===== src/rtl/overlay_scheduler.sv =====
// Chooses an overlay colour from per-frame NPU symbol scores with a persistence filter,
// and applies it to a grayscale pixel stream only at frame boundaries.
module overlay_scheduler #(
    parameter int THRESHOLD = 170,
    parameter int PERSIST   = 3
) (
    input  logic               clk,
    input  logic               reset,
    input  logic               frame_start,
    input  logic               score_valid,
    input  logic [1:0]         score_idx,
    input  logic signed [31:0] score,
    input  logic               pixel_valid_in,
    input  logic [7:0]         data_in,
    output logic               pixel_valid_out,
    output logic [7:0]         r_out,
    output logic [7:0]         g_out,
    output logic [7:0]         b_out,
    output logic [2:0]         active_sel,
    output logic               frame_drop
);

    localparam logic [1:0] IDLE    = 2'd0;
    localparam logic [1:0] COLLECT = 2'd1;
    localparam logic [1:0] DECIDE  = 2'd2;

    localparam logic [2:0] SEL_NONE  = 3'd4;
    localparam logic [3:0] PERSIST_L = 4'(PERSIST);

    logic [1:0]         state;
    logic [3:0]         mask;
    logic signed [31:0] slots [4];
    logic [2:0]         candidate;
    logic [2:0]         pending;
    logic [3:0]         count;

    logic [2:0]         winner;
    logic signed [31:0] best_score;
    logic [3:0]         next_count;

    // Strict greater-than while scanning upward keeps the lowest index on ties.
    always_comb begin
        winner     = SEL_NONE;
        best_score = '0;
        for (int i = 0; i < 4; i++) begin
            if (slots[i] > THRESHOLD && (winner == SEL_NONE || slots[i] > best_score)) begin
                winner     = 3'(i);
                best_score = slots[i];
            end
        end
    end

    always_comb begin
        next_count = 4'd1;
        if (winner == candidate) begin
            next_count = (count == 4'd15) ? 4'd15 : count + 4'd1;
        end
    end

    // A DECIDE cycle always commits its decision, even when a new frame starts in the same cycle.
    always_ff @(posedge clk) begin
        if (reset) begin
            state      <= IDLE;
            mask       <= 4'd0;
            candidate  <= SEL_NONE;
            pending    <= SEL_NONE;
            count      <= 4'd0;
            active_sel <= SEL_NONE;
            frame_drop <= 1'b0;
            for (int i = 0; i < 4; i++) begin
                slots[i] <= '0;
            end
        end else begin
            frame_drop <= 1'b0;
            if (state == DECIDE) begin
                candidate <= winner;
                count     <= next_count;
                if (next_count >= PERSIST_L) begin
                    pending <= winner;
                end
            end
            if (frame_start) begin
                active_sel <= pending;
                if (state == COLLECT && mask != 4'hF) begin
                    frame_drop <= 1'b1;
                end
                state <= COLLECT;
                mask  <= score_valid ? (4'b0001 << score_idx) : 4'd0;
                if (score_valid) begin
                    slots[score_idx] <= score;
                end
            end else begin
                case (state)
                    IDLE: state <= IDLE;
                    COLLECT: begin
                        if (mask == 4'hF) begin
                            state <= DECIDE;
                        end
                        if (score_valid) begin
                            slots[score_idx] <= score;
                            mask             <= mask | (4'b0001 << score_idx);
                        end
                    end
                    DECIDE:  state <= IDLE;
                    default: state <= IDLE;
                endcase
            end
        end
    end

    // With no overlay the pixel is lightened into the upper quarter of the grey range.
    always_ff @(posedge clk) begin
        if (reset) begin
            pixel_valid_out <= 1'b0;
            r_out           <= 8'h00;
            g_out           <= 8'h00;
            b_out           <= 8'h00;
        end else begin
            pixel_valid_out <= pixel_valid_in;
            case (active_sel)
                3'd0: begin r_out <= 8'hFF; g_out <= 8'hFF; b_out <= 8'h00; end
                3'd1: begin r_out <= 8'h00; g_out <= 8'hFF; b_out <= 8'h00; end
                3'd2: begin r_out <= 8'h00; g_out <= 8'h00; b_out <= 8'hFF; end
                3'd3: begin r_out <= 8'hFF; g_out <= 8'h00; b_out <= 8'h00; end
                default: begin
                    r_out <= {2'b11, data_in[7:2]};
                    g_out <= {2'b11, data_in[7:2]};
                    b_out <= {2'b11, data_in[7:2]};
                end
            endcase
        end
    end

endmodule


===== config.mk =====
export PLATFORM = sky130hd
export DESIGN_NAME = overlay_scheduler
export DESIGN_NICKNAME = d
export VERILOG_FILES = /design/src/rtl/overlay_scheduler.sv
export SDC_FILE = /design/constraint.sdc
export NUM_CORES = 1
export LEC_CHECK = 0
export CORE_MARGIN = 10
export CORE_UTILIZATION = 35
export CTS_CLUSTER_SIZE = 40
export DETAILED_ROUTE_END_ITERATION = 10
export SLEW_MARGIN = 20
export SYNTH_ARGS = -nofsm -noshare
export SYNTH_HDL_FRONTEND = slang
export SYNTH_SLANG_ARGS = --single-unit

===== constraint.sdc =====
create_clock -name clk -period 9.9 [get_ports clk]
set_clock_uncertainty 0.15 [all_clocks]
set_input_delay 0.99 -clock clk [delete_from_list [all_inputs] [get_ports clk]]
set_output_delay 0.99 -clock clk [all_outputs]
set_load 0.05 [all_outputs]

==> PnR_summary.wiki <==
{| class="wikitable"
! Metric !! Value
|-
| Number of synthesized flops with an enable pin || between 100 and 150
|-
| Number of buffers on the longest clock path || 2
|-
| Synthesized area || 0.00971 mm²
|-
| Number of failing hold endpoints at the final stage || 0
|-
| Port Buf Inserts || 73
|-
| Number of max-slew violations in the final report || 0
|-
| Clock Pin Slew Worst Setup and Hold Paths || about 0.070 ns
|-
| Critical path endpoint category || flip-flop
|-
| Critical-path top delay cell || sky130_fd_sc_hd__edfxtp_1
|-
| Total track usage || 0.151
|-
| Class of the most critical setup path || reg -> reg
|-
| Number of sinks driven by the clock tree || 170
|-
| Area added between synthesis and finish || 19.5%
|-
| Setup repair after global routing missed its margin || false
|-
| Cell types occupying the most area after synthesis || sky130_fd_sc_hd__edfxtp_1, sky130_fd_sc_hd__ha_1, sky130_fd_sc_hd__dfxtp_1
|-
| Setup total negative slack || 0 ns
|-
| Most used cells in the layout excluding fill and tap cells || sky130_fd_sc_hd__and2_1, sky130_fd_sc_hd__edfxtp_1, sky130_fd_sc_hd__ha_1
|-
| Post-synthesis instance total || approximately 970
|-
| TritonCTS clock tree || done
|-
| Cell type with the highest occurrence count on the critical path || sky130_fd_sc_hd__buf_4
|-
| Slew headroom || 0.332
|-
| Post-route clock period utilization || 0.934
|-
| Setup-violating endpoint count in the final report || 0
|-
| Clk Tree Root Cell || sky130_fd_sc_hd__clkbuf_16
|-
| Final routed DRC violation total || 0
|-
| Number of violations of the max-capacitance limit || 0
|-
| Number of nets in the layout || between 1,000 and 1,500
|-
| Count of yosys warnings during synthesis || 0
|-
| Data arrival time of the critical path || between 9 and 10 ns
|-
| End-of-flow core utilization || 0.428
|-
| Global-route wire length before repair || 41,700 µm
|-
| Via density per instance || 5.22
|-
| Detailed Route Iter0 Violations || 580
|-
| Drt wl/cell || 18.5 µm
|-
| TritonCTS buffer count || 17
|-
| Leak pwr || 4.49 nW
|-
| Cell variety after synth || 64
|-
| Delay of the slowest cell on the worst path || roughly 0.45 ns
|-
| Largest net degree at the start of global routing || 47
|-
| Outcome || finished clean
|-
| DRT antenna net count || 0
|-
| Number of primary I/O pins || 76
|-
| Post-DP HPWL || approximately 19,000 µm
|-
| H-Tree Depth || 4
|-
| Vias post-DR || between 7,000 and 8,000
|-
| Total power density per cell area || approximately 160 mW/mm²
|-
| TritonRoute pass-1 iters || 5
|-
| Worst Path Max Fanout || 24
|-
| Register bit count reported by yosys || 170
|-
| Async set-or-reset flop fraction in the synthesized netlist || 0
|-
| Die X || about 190 µm
|-
| Share of layout cells above drive strength 1 || 0.0701
|-
| Global placer's final weighted congestion || 0.875
|-
| Core area || between 0.02 and 0.03 mm²
|-
| Final wirelength || 26,400 µm
|-
| Clock latency reported for the late side of the worst-skew pair || approximately 0.43 ns
|-
| Post-Synthesis Mean Instance Area || around 10 µm²
|-
| Required time of the critical path || ~10 ns
|-
| Highest ir drop seen on vdd || around 95 µV
|-
| Die H || around 190 µm
|-
| Rows || 60
|-
| Number of global-route vias before repair || about 7,400
|-
| Starting density of the core || 0.358
|-
| Share of the synthesized area in the top cell type || 0.396
|-
| Number of antenna violations at the first check in global routing || 2
|-
| Slew of the pin with the lowest slew margin || ~1.0 ns
|-
| Area of the die || 0.0348 mm²
|-
| Fraction of the yosys area taken by sequential cells || 0.483
|-
| Dominant register cell in the synthesized netlist || sky130_fd_sc_hd__edfxtp_1
|-
| Highest clock rate || ~110 MHz
|-
| Most area-hungry cell type in the Yosys netlist || sky130_fd_sc_hd__edfxtp_1
|-
| Minimum period implied by the final worst setup slack || about 9.2 ns
|-
| Element type at the critical path start || flip-flop
|-
| Type of the most critical hold path || reg -> reg
|-
| # fillers || 2,607
|-
| Total overflow reported by the global router || 0
|}
## sequential cells by signal, indices dropped and copies added (netlist names)
register and cells:
active_sel 3, count 4, b_out 7, candidate 3, pending 3, g_out 7
r_out 7, frame_drop 1, state 2, pixel_valid_out 1, slots 128, mask 4
## area by class of cell
type	count	area [µm²]	area share
repair buffers	95	941	0.0811
multi-input cells	712	4740	0.409
diodes	1	2.50	0.000216
clock buffers	18	429	0.0370
flip-flops and latches	170	4680	0.404
inverters	47	176	0.0152
well taps	372	465	0.0401
clock inverters	14	160	0.0138
## path summary, 6_finish.rpt
path	start	endpoint	slack, ns	cells after the start
setup / recovery	slots[0][28]	pending[1]	0.65	39
hold / removal	mask[1]	mask[1]	0.31	1
setup reg to reg	slots[0][28]	pending[1]	0.65	39
hold reg to reg	mask[1]	mask[1]	0.31	1
## critical path: cells and delay by family, from the launching register on
| kind | cells | cell delay (ns) |
|---|---|---|
| AO/OA/AOI/OAI | 15 | 3.41 |
| AND/OR/NAND/NOR | 14 | 2.77 |
| adder cells (fa/ha/maj) | 3 | 0.90 |
| flip-flops | 1 | 0.45 |
| buffers and inverters | 7 | 1.44 |
## cells by family after synthesis
| group | after synthesis | synth area share |
|---|---|---|
| fa+ha+maj | 97 | 0.125 |
| xor+xnor | 2 | 0.00181 |
| mux | 2 | 0.00206 |
| flops | 170 | 0.483 |
| compound gates | 210 | 0.135 |
| buf+inv | 89 | 0.0376 |
| other cells | 1 | 0.000386 |
| simple gates | 398 | 0.216 |
## routing by layer
metal  vias up  global-route usage  wire length, µm
met5         -                   0               13
met4         2              0.0406              367
met1      3555               0.194            12100
met2       191               0.244            12200
met3        28              0.0434             1770
li1       3684                   -                -
## metrics by stage
step | hold slack [ns] | cells | cell area, µm² | total power, W | setup slack, ns
after floorplan | 0.277 | 971 | 9710 | 0.00104 | 1.80
after global placement | 0.291 | 1392 | 10900 | 0.00116 | 0.537
after detailed placement | 0.294 | 1392 | 10900 | 0.00116 | 0.418
after CTS | 0.309 | 1424 | 11500 | 0.00184 | 0.370
after global routing | 0.333 | 1428 | 11600 | 0.00192 | 0.0399
final | 0.309 | 1429 | 11600 | 0.00184 | 0.651
## power by group
part           internal [W]  switching (W)
Clock              0.000379       0.000303
Combinational      0.000126       0.000194
Sequential         0.000804      0.0000308
Total               0.00131       0.000528
## cell usage after synthesis, drive strengths merged (7+ instances only)
master,n
nand2,76
a21o,15
nor3,7
nand4,28
nor4,32
o21a,8
and2,128
inv,46
dfxtp,42
o211ai,8
nor2b,7
o21ai,18
ha,97
clkbuf,29
buf,13
a21oi,94
edfxtp,128
nand3,7
a31oi,34
a211oi,7
nor2,90
## what timing repair did
action,in CTS,in global routing
setup buffers,0,3
hold buffers,0,0
gates resized for setup,0,5
hold endpoints to repair,0,0
setup endpoints to repair,0,7
Note: power is estimated with default switching activity, not from simulation.
